[src/rtl/qu_instr_decoder_pkg.sv]
// rtl/qu_instr_decoder_pkg.sv - shared types and constants for the Qu instruction decoder
// Contents: PC/instruction widths, RV32I major opcodes, dec_optype_t class codes,
//           dec_bundle_t (all decoded fields presented on the decoder outputs).
package qu_instr_decoder_pkg;

    localparam int QU_PC_WIDTH    = 12;
    localparam int QU_INSTR_WIDTH = 32;

    localparam logic [6:0] OPC_R      = 7'b0110011;
    localparam logic [6:0] OPC_I      = 7'b0010011;
    localparam logic [6:0] OPC_LOAD   = 7'b0000011;
    localparam logic [6:0] OPC_STORE  = 7'b0100011;
    localparam logic [6:0] OPC_BRANCH = 7'b1100011;
    localparam logic [6:0] OPC_JAL    = 7'b1101111;
    localparam logic [6:0] OPC_JALR   = 7'b1100111;
    localparam logic [6:0] OPC_LUI    = 7'b0110111;
    localparam logic [6:0] OPC_AUIPC  = 7'b0010111;
    localparam logic [6:0] OPC_SYSTEM = 7'b1110011;
    localparam logic [6:0] OPC_FENCE  = 7'b0001111;

    typedef enum logic [3:0] {
        DEC_R       = 4'd0,
        DEC_I       = 4'd1,
        DEC_LOAD    = 4'd2,
        DEC_STORE   = 4'd3,
        DEC_BRANCH  = 4'd4,
        DEC_JAL     = 4'd5,
        DEC_JALR    = 4'd6,
        DEC_LUI     = 4'd7,
        DEC_AUIPC   = 4'd8,
        DEC_SYSTEM  = 4'd9,
        DEC_CSR     = 4'd10,
        DEC_FENCE   = 4'd11,
        DEC_ILLEGAL = 4'd15
    } dec_optype_t;

    typedef struct packed {
        dec_optype_t optype;
        logic [2:0]  funct3;
        logic [6:0]  funct7;
        logic [4:0]  rd;
        logic [4:0]  rs1;
        logic [4:0]  rs2;
        logic        rd_valid;
        logic        rs1_valid;
        logic        rs2_valid;
        logic        imm_valid;
        logic [31:0] imm;
        logic        illegal;
    } dec_bundle_t;

endpackage

[src/rtl/qu_instr_decode_comb.sv]
// rtl/qu_instr_decode_comb.sv - combinational RV32I instruction word to dec_bundle_t decode
// Ports: i_instr  in  32  raw instruction word
//        o_bundle out     decoded class, register fields, validity bits, immediate, illegal flag
import qu_instr_decoder_pkg::*;

module qu_instr_decode_comb (
    input  logic [31:0] i_instr,
    output dec_bundle_t o_bundle
);

    logic [6:0]  w_opcode;
    logic [2:0]  w_funct3;
    logic [6:0]  w_funct7;
    logic [4:0]  w_rd;
    logic [4:0]  w_rs1;
    logic [4:0]  w_rs2;
    logic [31:0] w_imm_i;
    logic [31:0] w_imm_s;
    logic [31:0] w_imm_b;
    logic [31:0] w_imm_j;
    logic [31:0] w_imm_u;
    logic [31:0] w_imm_z;

    dec_optype_t w_optype;
    logic        w_rd_valid;
    logic        w_rs1_valid;
    logic        w_rs2_valid;
    logic        w_imm_valid;
    logic [31:0] w_imm;
    logic        w_illegal;

    assign w_opcode = i_instr[6:0];
    assign w_funct3 = i_instr[14:12];
    assign w_funct7 = i_instr[31:25];
    assign w_rd     = i_instr[11:7];
    assign w_rs1    = i_instr[19:15];
    assign w_rs2    = i_instr[24:20];

    assign w_imm_i = {{20{i_instr[31]}}, i_instr[31:20]};
    assign w_imm_s = {{20{i_instr[31]}}, i_instr[31:25], i_instr[11:7]};
    assign w_imm_b = {{19{i_instr[31]}}, i_instr[31], i_instr[7], i_instr[30:25], i_instr[11:8], 1'b0};
    assign w_imm_j = {{11{i_instr[31]}}, i_instr[31], i_instr[19:12], i_instr[20], i_instr[30:21], 1'b0};
    assign w_imm_u = {i_instr[31:12], 12'b0};
    assign w_imm_z = {20'b0, i_instr[31:20]};

    always_comb begin
        w_optype    = DEC_ILLEGAL;
        w_rd_valid  = 1'b0;
        w_rs1_valid = 1'b0;
        w_rs2_valid = 1'b0;
        w_imm_valid = 1'b0;
        w_imm       = 32'b0;
        w_illegal   = 1'b0;

        if (i_instr[1:0] != 2'b11) begin
            w_illegal = 1'b1;
        end else begin
            case (w_opcode)
                OPC_R: begin
                    w_optype    = DEC_R;
                    w_rd_valid  = 1'b1;
                    w_rs1_valid = 1'b1;
                    w_rs2_valid = 1'b1;
                    // Only base ops (funct7=0) and SUB/SRA (funct7=0x20) exist in RV32I.
                    if (!((w_funct7 == 7'h00) ||
                          (w_funct7 == 7'h20 && (w_funct3 == 3'b000 || w_funct3 == 3'b101))))
                        w_illegal = 1'b1;
                end
                OPC_I: begin
                    w_optype    = DEC_I;
                    w_rd_valid  = 1'b1;
                    w_rs1_valid = 1'b1;
                    w_imm_valid = 1'b1;
                    if (w_funct3 == 3'b001) begin
                        // SLLI: immediate is the shift amount only
                        w_imm = {27'b0, w_rs2};
                        if (w_funct7 != 7'h00)
                            w_illegal = 1'b1;
                    end else if (w_funct3 == 3'b101) begin
                        // SRLI/SRAI: funct7 selects arithmetic vs logical
                        w_imm = {27'b0, w_rs2};
                        if (w_funct7 != 7'h00 && w_funct7 != 7'h20)
                            w_illegal = 1'b1;
                    end else begin
                        w_imm = w_imm_i;
                    end
                end
                OPC_LOAD: begin
                    w_optype    = DEC_LOAD;
                    w_rd_valid  = 1'b1;
                    w_rs1_valid = 1'b1;
                    w_imm_valid = 1'b1;
                    w_imm       = w_imm_i;
                    if (w_funct3 == 3'b011 || w_funct3 == 3'b110 || w_funct3 == 3'b111)
                        w_illegal = 1'b1;
                end
                OPC_STORE: begin
                    w_optype    = DEC_STORE;
                    w_rs1_valid = 1'b1;
                    w_rs2_valid = 1'b1;
                    w_imm_valid = 1'b1;
                    w_imm       = w_imm_s;
                    if (w_funct3 > 3'b010)
                        w_illegal = 1'b1;
                end
                OPC_BRANCH: begin
                    w_optype    = DEC_BRANCH;
                    w_rs1_valid = 1'b1;
                    w_rs2_valid = 1'b1;
                    w_imm_valid = 1'b1;
                    w_imm       = w_imm_b;
                    if (w_funct3 == 3'b010 || w_funct3 == 3'b011)
                        w_illegal = 1'b1;
                end
                OPC_JAL: begin
                    w_optype    = DEC_JAL;
                    w_rd_valid  = 1'b1;
                    w_imm_valid = 1'b1;
                    w_imm       = w_imm_j;
                end
                OPC_JALR: begin
                    w_optype    = DEC_JALR;
                    w_rd_valid  = 1'b1;
                    w_rs1_valid = 1'b1;
                    w_imm_valid = 1'b1;
                    w_imm       = w_imm_i;
                    if (w_funct3 != 3'b000)
                        w_illegal = 1'b1;
                end
                OPC_LUI: begin
                    w_optype    = DEC_LUI;
                    w_rd_valid  = 1'b1;
                    w_imm_valid = 1'b1;
                    w_imm       = w_imm_u;
                end
                OPC_AUIPC: begin
                    w_optype    = DEC_AUIPC;
                    w_rd_valid  = 1'b1;
                    w_imm_valid = 1'b1;
                    w_imm       = w_imm_u;
                end
                OPC_SYSTEM: begin
                    if (w_funct3 == 3'b000) begin
                        // ECALL (imm=0) / EBREAK (imm=1) only, with zero register fields
                        w_optype = DEC_SYSTEM;
                        if (i_instr[31:20] > 12'd1 || w_rd != 5'd0 || w_rs1 != 5'd0)
                            w_illegal = 1'b1;
                    end else if (w_funct3 == 3'b100) begin
                        w_illegal = 1'b1;
                    end else begin
                        // CSR ops; funct3[2] set means rs1 field is a uimm, not a register
                        w_optype    = DEC_CSR;
                        w_rd_valid  = 1'b1;
                        w_rs1_valid = !w_funct3[2];
                        w_imm_valid = 1'b1;
                        w_imm       = w_imm_z;
                    end
                end
                OPC_FENCE: begin
                    w_optype    = DEC_FENCE;
                    w_imm_valid = 1'b1;
                    w_imm       = w_imm_z;
                    if (w_funct3 > 3'b001)
                        w_illegal = 1'b1;
                end
                default: begin
                    w_illegal = 1'b1;
                end
            endcase
        end

        // x0 writes are architecturally discarded; rename must not allocate for them
        if (w_rd == 5'd0)
            w_rd_valid = 1'b0;

        if (w_illegal) begin
            w_optype    = DEC_ILLEGAL;
            w_rd_valid  = 1'b0;
            w_rs1_valid = 1'b0;
            w_rs2_valid = 1'b0;
            w_imm_valid = 1'b0;
            w_imm       = 32'b0;
        end
    end

    assign o_bundle.optype    = w_optype;
    assign o_bundle.funct3    = w_funct3;
    assign o_bundle.funct7    = w_funct7;
    assign o_bundle.rd        = w_rd;
    assign o_bundle.rs1       = w_rs1;
    assign o_bundle.rs2       = w_rs2;
    assign o_bundle.rd_valid  = w_rd_valid;
    assign o_bundle.rs1_valid = w_rs1_valid;
    assign o_bundle.rs2_valid = w_rs2_valid;
    assign o_bundle.imm_valid = w_imm_valid;
    assign o_bundle.imm       = w_imm;
    assign o_bundle.illegal   = w_illegal;

endmodule

[src/rtl/qu_instr_decoder.sv]
// rtl/qu_instr_decoder.sv - Qu decode stage: RV32I decode behind a 2-entry skid buffer
// Ports: clk, rst (sync, active-high), flush (drops held entries)
//        in_valid/in_ready/in_instr/in_pc       fetch side handshake
//        out_valid/out_ready/out_pc/out_*       decoded bundle to rename/RS allocation
// Only INSTR_WIDTH=32 is supported.
import qu_instr_decoder_pkg::*;

module qu_instr_decoder #(
    parameter int PC_WIDTH    = QU_PC_WIDTH,
    parameter int INSTR_WIDTH = QU_INSTR_WIDTH
) (
    input  logic                   clk,
    input  logic                   rst,
    input  logic                   flush,
    input  logic                   in_valid,
    output logic                   in_ready,
    input  logic [INSTR_WIDTH-1:0] in_instr,
    input  logic [PC_WIDTH-1:0]    in_pc,
    output logic                   out_valid,
    input  logic                   out_ready,
    output logic [PC_WIDTH-1:0]    out_pc,
    output logic [3:0]             out_optype,
    output logic [2:0]             out_funct3,
    output logic [6:0]             out_funct7,
    output logic [4:0]             out_rd,
    output logic [4:0]             out_rs1,
    output logic [4:0]             out_rs2,
    output logic                   out_rd_valid,
    output logic                   out_rs1_valid,
    output logic                   out_rs2_valid,
    output logic                   out_imm_valid,
    output logic [31:0]            out_imm,
    output logic                   out_illegal
);

    dec_bundle_t         w_dec;
    logic                w_accept;

    // M drives the outputs; S catches an accepted word while M is stalled.
    logic                r_m_valid;
    dec_bundle_t         r_m;
    logic [PC_WIDTH-1:0] r_m_pc;
    logic                r_s_valid;
    dec_bundle_t         r_s;
    logic [PC_WIDTH-1:0] r_s_pc;

    qu_instr_decode_comb u_decode (
        .i_instr  (in_instr),
        .o_bundle (w_dec)
    );

    // in_ready depends only on a flop, so it never combinationally follows out_ready.
    assign in_ready = !r_s_valid;
    assign w_accept = in_valid && in_ready;

    always_ff @(posedge clk) begin
        if (rst) begin
            r_m_valid <= 1'b0;
            r_s_valid <= 1'b0;
            r_m       <= '0;
            r_s       <= '0;
            r_m_pc    <= '0;
            r_s_pc    <= '0;
        end else if (flush) begin
            r_m_valid <= 1'b0;
            r_s_valid <= 1'b0;
        end else begin
            if (!r_m_valid || out_ready) begin
                // M free or draining: oldest held entry (S) goes first to keep FIFO order.
                // S full implies in_ready=0, so no accept can coincide with the S->M move.
                if (r_s_valid) begin
                    r_m       <= r_s;
                    r_m_pc    <= r_s_pc;
                    r_m_valid <= 1'b1;
                    r_s_valid <= 1'b0;
                end else if (w_accept) begin
                    r_m       <= w_dec;
                    r_m_pc    <= in_pc;
                    r_m_valid <= 1'b1;
                end else begin
                    r_m_valid <= 1'b0;
                end
            end else if (w_accept) begin
                r_s       <= w_dec;
                r_s_pc    <= in_pc;
                r_s_valid <= 1'b1;
            end
        end
    end

    assign out_valid     = r_m_valid;
    assign out_pc        = r_m_pc;
    assign out_optype    = r_m.optype;
    assign out_funct3    = r_m.funct3;
    assign out_funct7    = r_m.funct7;
    assign out_rd        = r_m.rd;
    assign out_rs1       = r_m.rs1;
    assign out_rs2       = r_m.rs2;
    assign out_rd_valid  = r_m.rd_valid;
    assign out_rs1_valid = r_m.rs1_valid;
    assign out_rs2_valid = r_m.rs2_valid;
    assign out_imm_valid = r_m.imm_valid;
    assign out_imm       = r_m.imm;
    assign out_illegal   = r_m.illegal;

endmodule

[config.mk]
export PLATFORM = sky130hd
export DESIGN_NAME = qu_instr_decoder
export DESIGN_NICKNAME = d
export VERILOG_FILES = /design/src/rtl/qu_instr_decoder_pkg.sv /design/src/rtl/qu_instr_decode_comb.sv /design/src/rtl/qu_instr_decoder.sv
export SDC_FILE = /design/constraint.sdc
export NUM_CORES = 1
export LEC_CHECK = 0
export ABC_AREA = 1
export BUFFER_PORTS_ARGS = -buffer_cell sky130_fd_sc_hd__buf_2
export CAP_MARGIN = 0
export CORE_ASPECT_RATIO = 1.5
export CORE_MARGIN = 4
export CORE_UTILIZATION = 28
export CTS_BUF_LIST = sky130_fd_sc_hd__clkbuf_2
export DETAILED_ROUTE_END_ITERATION = 16
export PLACE_DENSITY_LB_ADDON = 0.05
export SLEW_MARGIN = 10
export SYNTH_ARGS = -nofsm -noshare
export SYNTH_HDL_FRONTEND = slang
export SYNTH_HIERARCHICAL = 1
export SYNTH_SLANG_ARGS = --single-unit
[constraint.sdc]
create_clock -name clk -period 2.11 [get_ports clk]
set_clock_uncertainty 0.05 [all_clocks]
set_input_delay 0.422 -clock clk [delete_from_list [all_inputs] [get_ports clk]]
set_output_delay 0.422 -clock clk [all_outputs]
set_load 0.02 [all_outputs]
# [After elaboration in Yosys (flattened, before gate mapping)]
# Cells that the tools add are included.
[word_totals] ff_bits=158 input_bits=49 output_inout_bits=80 wordCells=137
[op_classes] n_lt_le_gt_ge=3 n_eq_ne=21 mux=50 bitwise_logic=2 reduce_logical=33
[ops] op="32-bit case mux with 8 select lines" count=1
[ops] op="32-bit 2-to-1 mux" count=5
[ops] op="66-bit 2-to-1 mux" count=2
[ops] op="4-bit case mux with 11 select lines" count=1
[ops] op="12-bit 2-to-1 mux" count=3
[ops] op="1-bit 2-to-1 mux" count=30
[ops] op="7-bit by 6-bit equality test with 1-bit output, second input constant" count=4
[ops] op="7-bit equality test, second input constant" count=4
[ops] op="7-bit by 5-bit equality test with 1-bit output, second input constant" count=2
[ops] op="3-bit equality test, second input constant" count=4
[ops] op="12-bit by 1-bit > comparator with 1-bit output, second input constant" count=1
[ops] op="4-bit 2-to-1 mux" count=3
[ops] op="5-bit nonzero test" count=2
[ops] op="1-bit case mux with 9 select lines" count=1
[ops] op="3-bit OR reduction" count=3
[ops] op="9-bit OR reduction" count=1
[ops] op="1-bit logical OR" count=8
[ops] op="7-bit by 2-bit equality test with 1-bit output, second input constant" count=1
[ops] op="7-bit by 4-bit equality test with 1-bit output, second input constant" count=1
[ops] op="7-bit zero test" count=1
[ops] op="7-bit by 6-bit inequality test with 1-bit output, second input constant" count=1
[ops] op="7-bit nonzero test" count=1
[ops] op="7-bit OR reduction" count=1
[ops] op="3-bit by 2-bit equality test with 1-bit output, second input constant" count=2
[ops] op="other kinds (16)" count=26

# [Depth between registers and ports, before layout]
[logic_depth] ltp_word=10 ltp_mapped=16 mapped_depth_nobuf=15

# [By module]
# The synthesis kept the hierarchy.
[modules_own_cells] mod="qu_instr_decoder" n_inst=1 cells_per_inst=1184 area_per_inst_um2=7378.3 seq_area_each_um2=3163.0
[modules_own_cells] mod="qu_instr_decode_comb" n_inst=1 cells_per_inst=322 area_per_inst_um2=1751.7 seq_area_each_um2=0.0

# [Least setup slack after synthesis]
# Ideal clock, no wire load.
[synth_timing] path_kind="in2reg" startpoint="in in_instr[3]" endpoint="reg r_m (netlist bit out_illegal)" setup_ns=0.064 t_arrival_ns=1.866 required_ns=1.996 setup_slack_ns=0.130 path_stages=13 n_path_buf=2 path_cell_list="nor2_2 > nand2_2 > nor2_2 > nand2_1 > nor2_1 > nor2_4 > nand2_8 > buf_6 > buf_4 > inv_1 > o21ai_0 > nor2_1 > nor2_1"
[synth_via] elab_chain_cells=6 elab_cells_between_ends=16 classes_between="11 x eq/ne; 4 x mux; 1 x reduce/logical"
[synth_lines] item="from (decl)" line="qu_instr_decoder.sv:17" source="input logic [INSTR_WIDTH-1:0] in_instr,"
[synth_lines] item="7-bit equality test, or another cell as far along" line="qu_instr_decode_comb.sv:58" source="case (w_opcode)"
[synth_lines] item="3-bit OR reduction (no line)"
[synth_lines] item="1-bit case mux with 9 select lines (*)" line="qu_instr_decode_comb.sv:58"
[synth_lines] item="1-bit 2-to-1 mux (*)" line="qu_instr_decode_comb.sv:55" source="if (i_instr[1:0] != 2'b11) begin"
[synth_lines] item="via u_decode.w_illegal" line="qu_instr_decode_comb.sv:30" source="logic w_illegal;"
[synth_lines] item="66-bit 2-to-1 mux (*)" line="qu_instr_decoder.sv:76" source="end else if (w_accept) begin"
[synth_lines] item="66-bit 2-to-1 mux (*)" line="qu_instr_decoder.sv:71" source="if (r_s_valid) begin"
[synth_lines] item="to (signal assigned)" line="qu_instr_decoder.sv:72" source="r_m <= r_s;"
[synth_lines] item="to (signal assigned)" line="qu_instr_decoder.sv:77" source="r_m <= w_dec;"
[synth_lines] item="to (decl)" line="qu_instr_decoder.sv:41" source="dec_bundle_t r_m;"
# Mark *: on every way through the listed nets, which the timed path passes. The rest lies on a longest branch. The select of a mux whose other input is x is not followed.
# A chain may end at the register's enable or synchronous reset.

==> metrics.txt <==
largest cells by area after synthesis dfxtp_1 35%, nand2_1 16%, nor2_1 15%; min Tclk post-route about 2000 ps; Final ANT Viol Nets 0; worst hold path endpoint r_s[65]; initial DRC count just under 300; R2R setup slack roughly 430 ps; io pins 129; critical path fanouts, max 9; Final setup viols 0; worst-skew pair later-pin latency about 840 ps; CTS Buf Count 17; vias in the first global route roughly 9000; Cell Area, Synth 0.00913 sq mm; Worst R2R Start r_s_valid; Slew headroom between 50% and 60%; most frequent cell after synthesis nand2_1; Synth cell types 30; vias per inst between 4 and 5; Leak between 5 and 6 nW; GR Overflow Total 0; slew of the pin with the lowest slew margin approximately 600 ps; Final Cycle Share between 90% and 100%; core area between 0.03 and 0.04 sq mm; dominant synthesized flop cell dfxtp_1; # DRC 0; synth warn 6; post-DP HPWL about 21 mm; Avg Inst Size Synth around 6.1 sq um; top cell type's share of synthesized area about a third; peak supply drop 0.000306 V; R2R depth 5; ys async rst share 0%; WP data arrival ~2800 ps; Hold Path Origin in_instr[5]; Max clock buf depth 2; via count between 9000 and 10000; initial core utilization 28.5%; CTS tree done; Pwr Density around 550 mW/mm^2; routed len/inst roughly 14 um; Max Fclk roughly 490 MHz; Worst Hold Class in2reg; CTS H-tree lvls 4; syn_nets between 1500 and 2000; die area between 0.03 and 0.04 sq mm; Die Height between 200 and 250 um; largest net degree at the start of global routing 95; gpl congestion about 0.85; first-pass GRT wire length approximately 48 mm; DRT Wirelength 29.7 mm; Post-Syn Instances ~1500; Pre-Repair DR Iteration Count 4; Final Hold Vio Count 0; total track usage ~17%; Final Instance Count excl. Fillers ~2100; synthesized flop and latch total between 150 and 200; # rows 80; share of cells above drive strength 1 19.8%; Worst R2R End out_funct7[0]; WP data required roughly 2900 ps; Layout Utilization between 30% and 40%; Critical Path Source Type input pin; IO buf count ~130; status completed; max-cap viol count 0; clock transition at the registers of the reported paths approximately 250 ps; Crit Path Class in2reg; Post-synth top cells 391 x nand2_1, 375 x nor2_1, 182 x inv_1; antenna violations before repair 1; Placed Cells between 2000 and 2500; Clock Sinks roughly 160; Final #Nets around 1700; Synth area leader dfxtp_1; CP Capture Type flip-flop; Min-Delay Path Depth 8; area delta synth->final 23.5%; post-synthesis sequential area ratio about a third; RSZ-0062 raised after global routing false; Post-synth EDFFs 0; CTS Root Cell clkbuf_2; Die W between 150 and 200 um; Max Slew Vio Count 0
report_power, final:
group / internal [mW] / switching (mW)
Sequential: 3.12 / 0.0605
Clock: 0.654 / 1.24
Combinational: 0.427 / 0.705
Total: 4.20 / 2.00
timing repair:
item	CTS	global route
resized for setup	1	0
hold buffers	42	0
buffers inserted	1	0
endpoints found under the hold margin	85	0
endpoints found under the setup margin	2	0
state kept, by name, indices dropped and copies added, names as in the netlist, 3 cells and up:
signal	flops
out_funct7	7
out_rs1	5
out_optype	4
out_rd	5
r_s_pc	12
r_s	66
out_rs2	5
out_imm	32
out_funct3	3
out_pc	12
stage by stage:
| stage | instance area (sq um) | setup WS, ps | setup TNS, ps | hold slack (ps) | total power [mW] |
|---|---|---|---|---|---|
| after global placement | 10600 | -381 | -16050 | 411 | 4.33 |
| after global routing | 11300 | 1.65 | 0 | 236 | 6.57 |
| final | 11300 | 77.9 | 0 | 230 | 6.20 |
| after floorplan | 9130 | 130 | 0 | 404 | 3.91 |
| after detailed placement | 10600 | -363 | -16280 | 421 | 4.33 |
| after CTS | 11300 | 40.9 | 0 | 135 | 6.34 |
cell type report:
| class | instances | area (sq um) |
|---|---|---|
| Clock inverter | 14 | 169 |
| Multi-Input combinational cell | 1044 | 4550 |
| Inverter | 192 | 723 |
| Tap cell | 410 | 513 |
| Timing Repair Buffer | 279 | 2070 |
| Clock buffer | 17 | 85.1 |
| Fill cell | 3625 | 20800 |
| Antenna cell | 1 | 2.50 |
| Sequential cell | 158 | 3170 |
layout by cell type (no fill, tap or decap), types with 2 or more instances in the layout:
cell type / n
a21oi_1: 6
buf_12: 15
buf_2: 128
buf_4: 94
bufinv_16: 3
clkbuf_2: 17
clkinv_2: 2
clkinv_4: 3
clkinvlp_4: 4
dfxtp_1: 156
dlygate4sd3_1: 42
inv_1: 181
inv_2: 10
nand2_1: 391
nand2_2: 10
nand3_1: 108
nand3_4: 2
nand4_1: 2
nor2_1: 375
nor2_2: 15
nor2_4: 27
nor3_1: 3
o21ai_0: 93
o22ai_1: 2
routing by layer:
layer | part of all wire (%) | global-route usage [%] | up-vias | routed length, um
met2 | 50 | 28.8 | 148 | 14700
met3 | 3.8 | 3.51 | 31 | 1140
met4 | 2.5 | 5.69 | 0 | 745
met5 | 0 | 0 | - | 0
met1 | 44 | 20.8 | 4055 | 13100
li1 | - | - | 4849 | -
worst max-delay path, cell delays in order:
cell and delay, ps:
dlygate4sd3_1 530, buf_2 130, nor2_1 100, nand2_1 120, nor2_1 240, nand2_1 80, nand3_1 90, nand2_1 90
nor2_4 160, nand2_8 120, buf_12 170, nor2_4 60, inv_1 50, o21ai_0 220, nor2_1 90, nor2_1 90
worst max-delay path by stage:
stage                            start           to  slack (ps)  cells after the start
after floorplan            in_instr[3]  out_illegal         130                     13
after global placement     in_instr[1]  out_imm[10]        -380                     14
after detailed placement   in_instr[1]  out_imm[10]        -360                     14
after CTS                    r_s_valid     in_ready          40                      2
after global routing      in_instr[27]  out_imm[11]           2                     16
final                     in_instr[28]  out_imm[10]          80                     16
logic make-up (layout without fill, tap and decap cells):
kind of cell,count (synthesis),in the layout,synth area share (%)
flops,158,158,34.6
other cells,0,1,0
simple gates,937,937,43.6
buf+inv,304,502,15.7
compound gates,107,107,6.07
(Power assumes the default switching activity.)
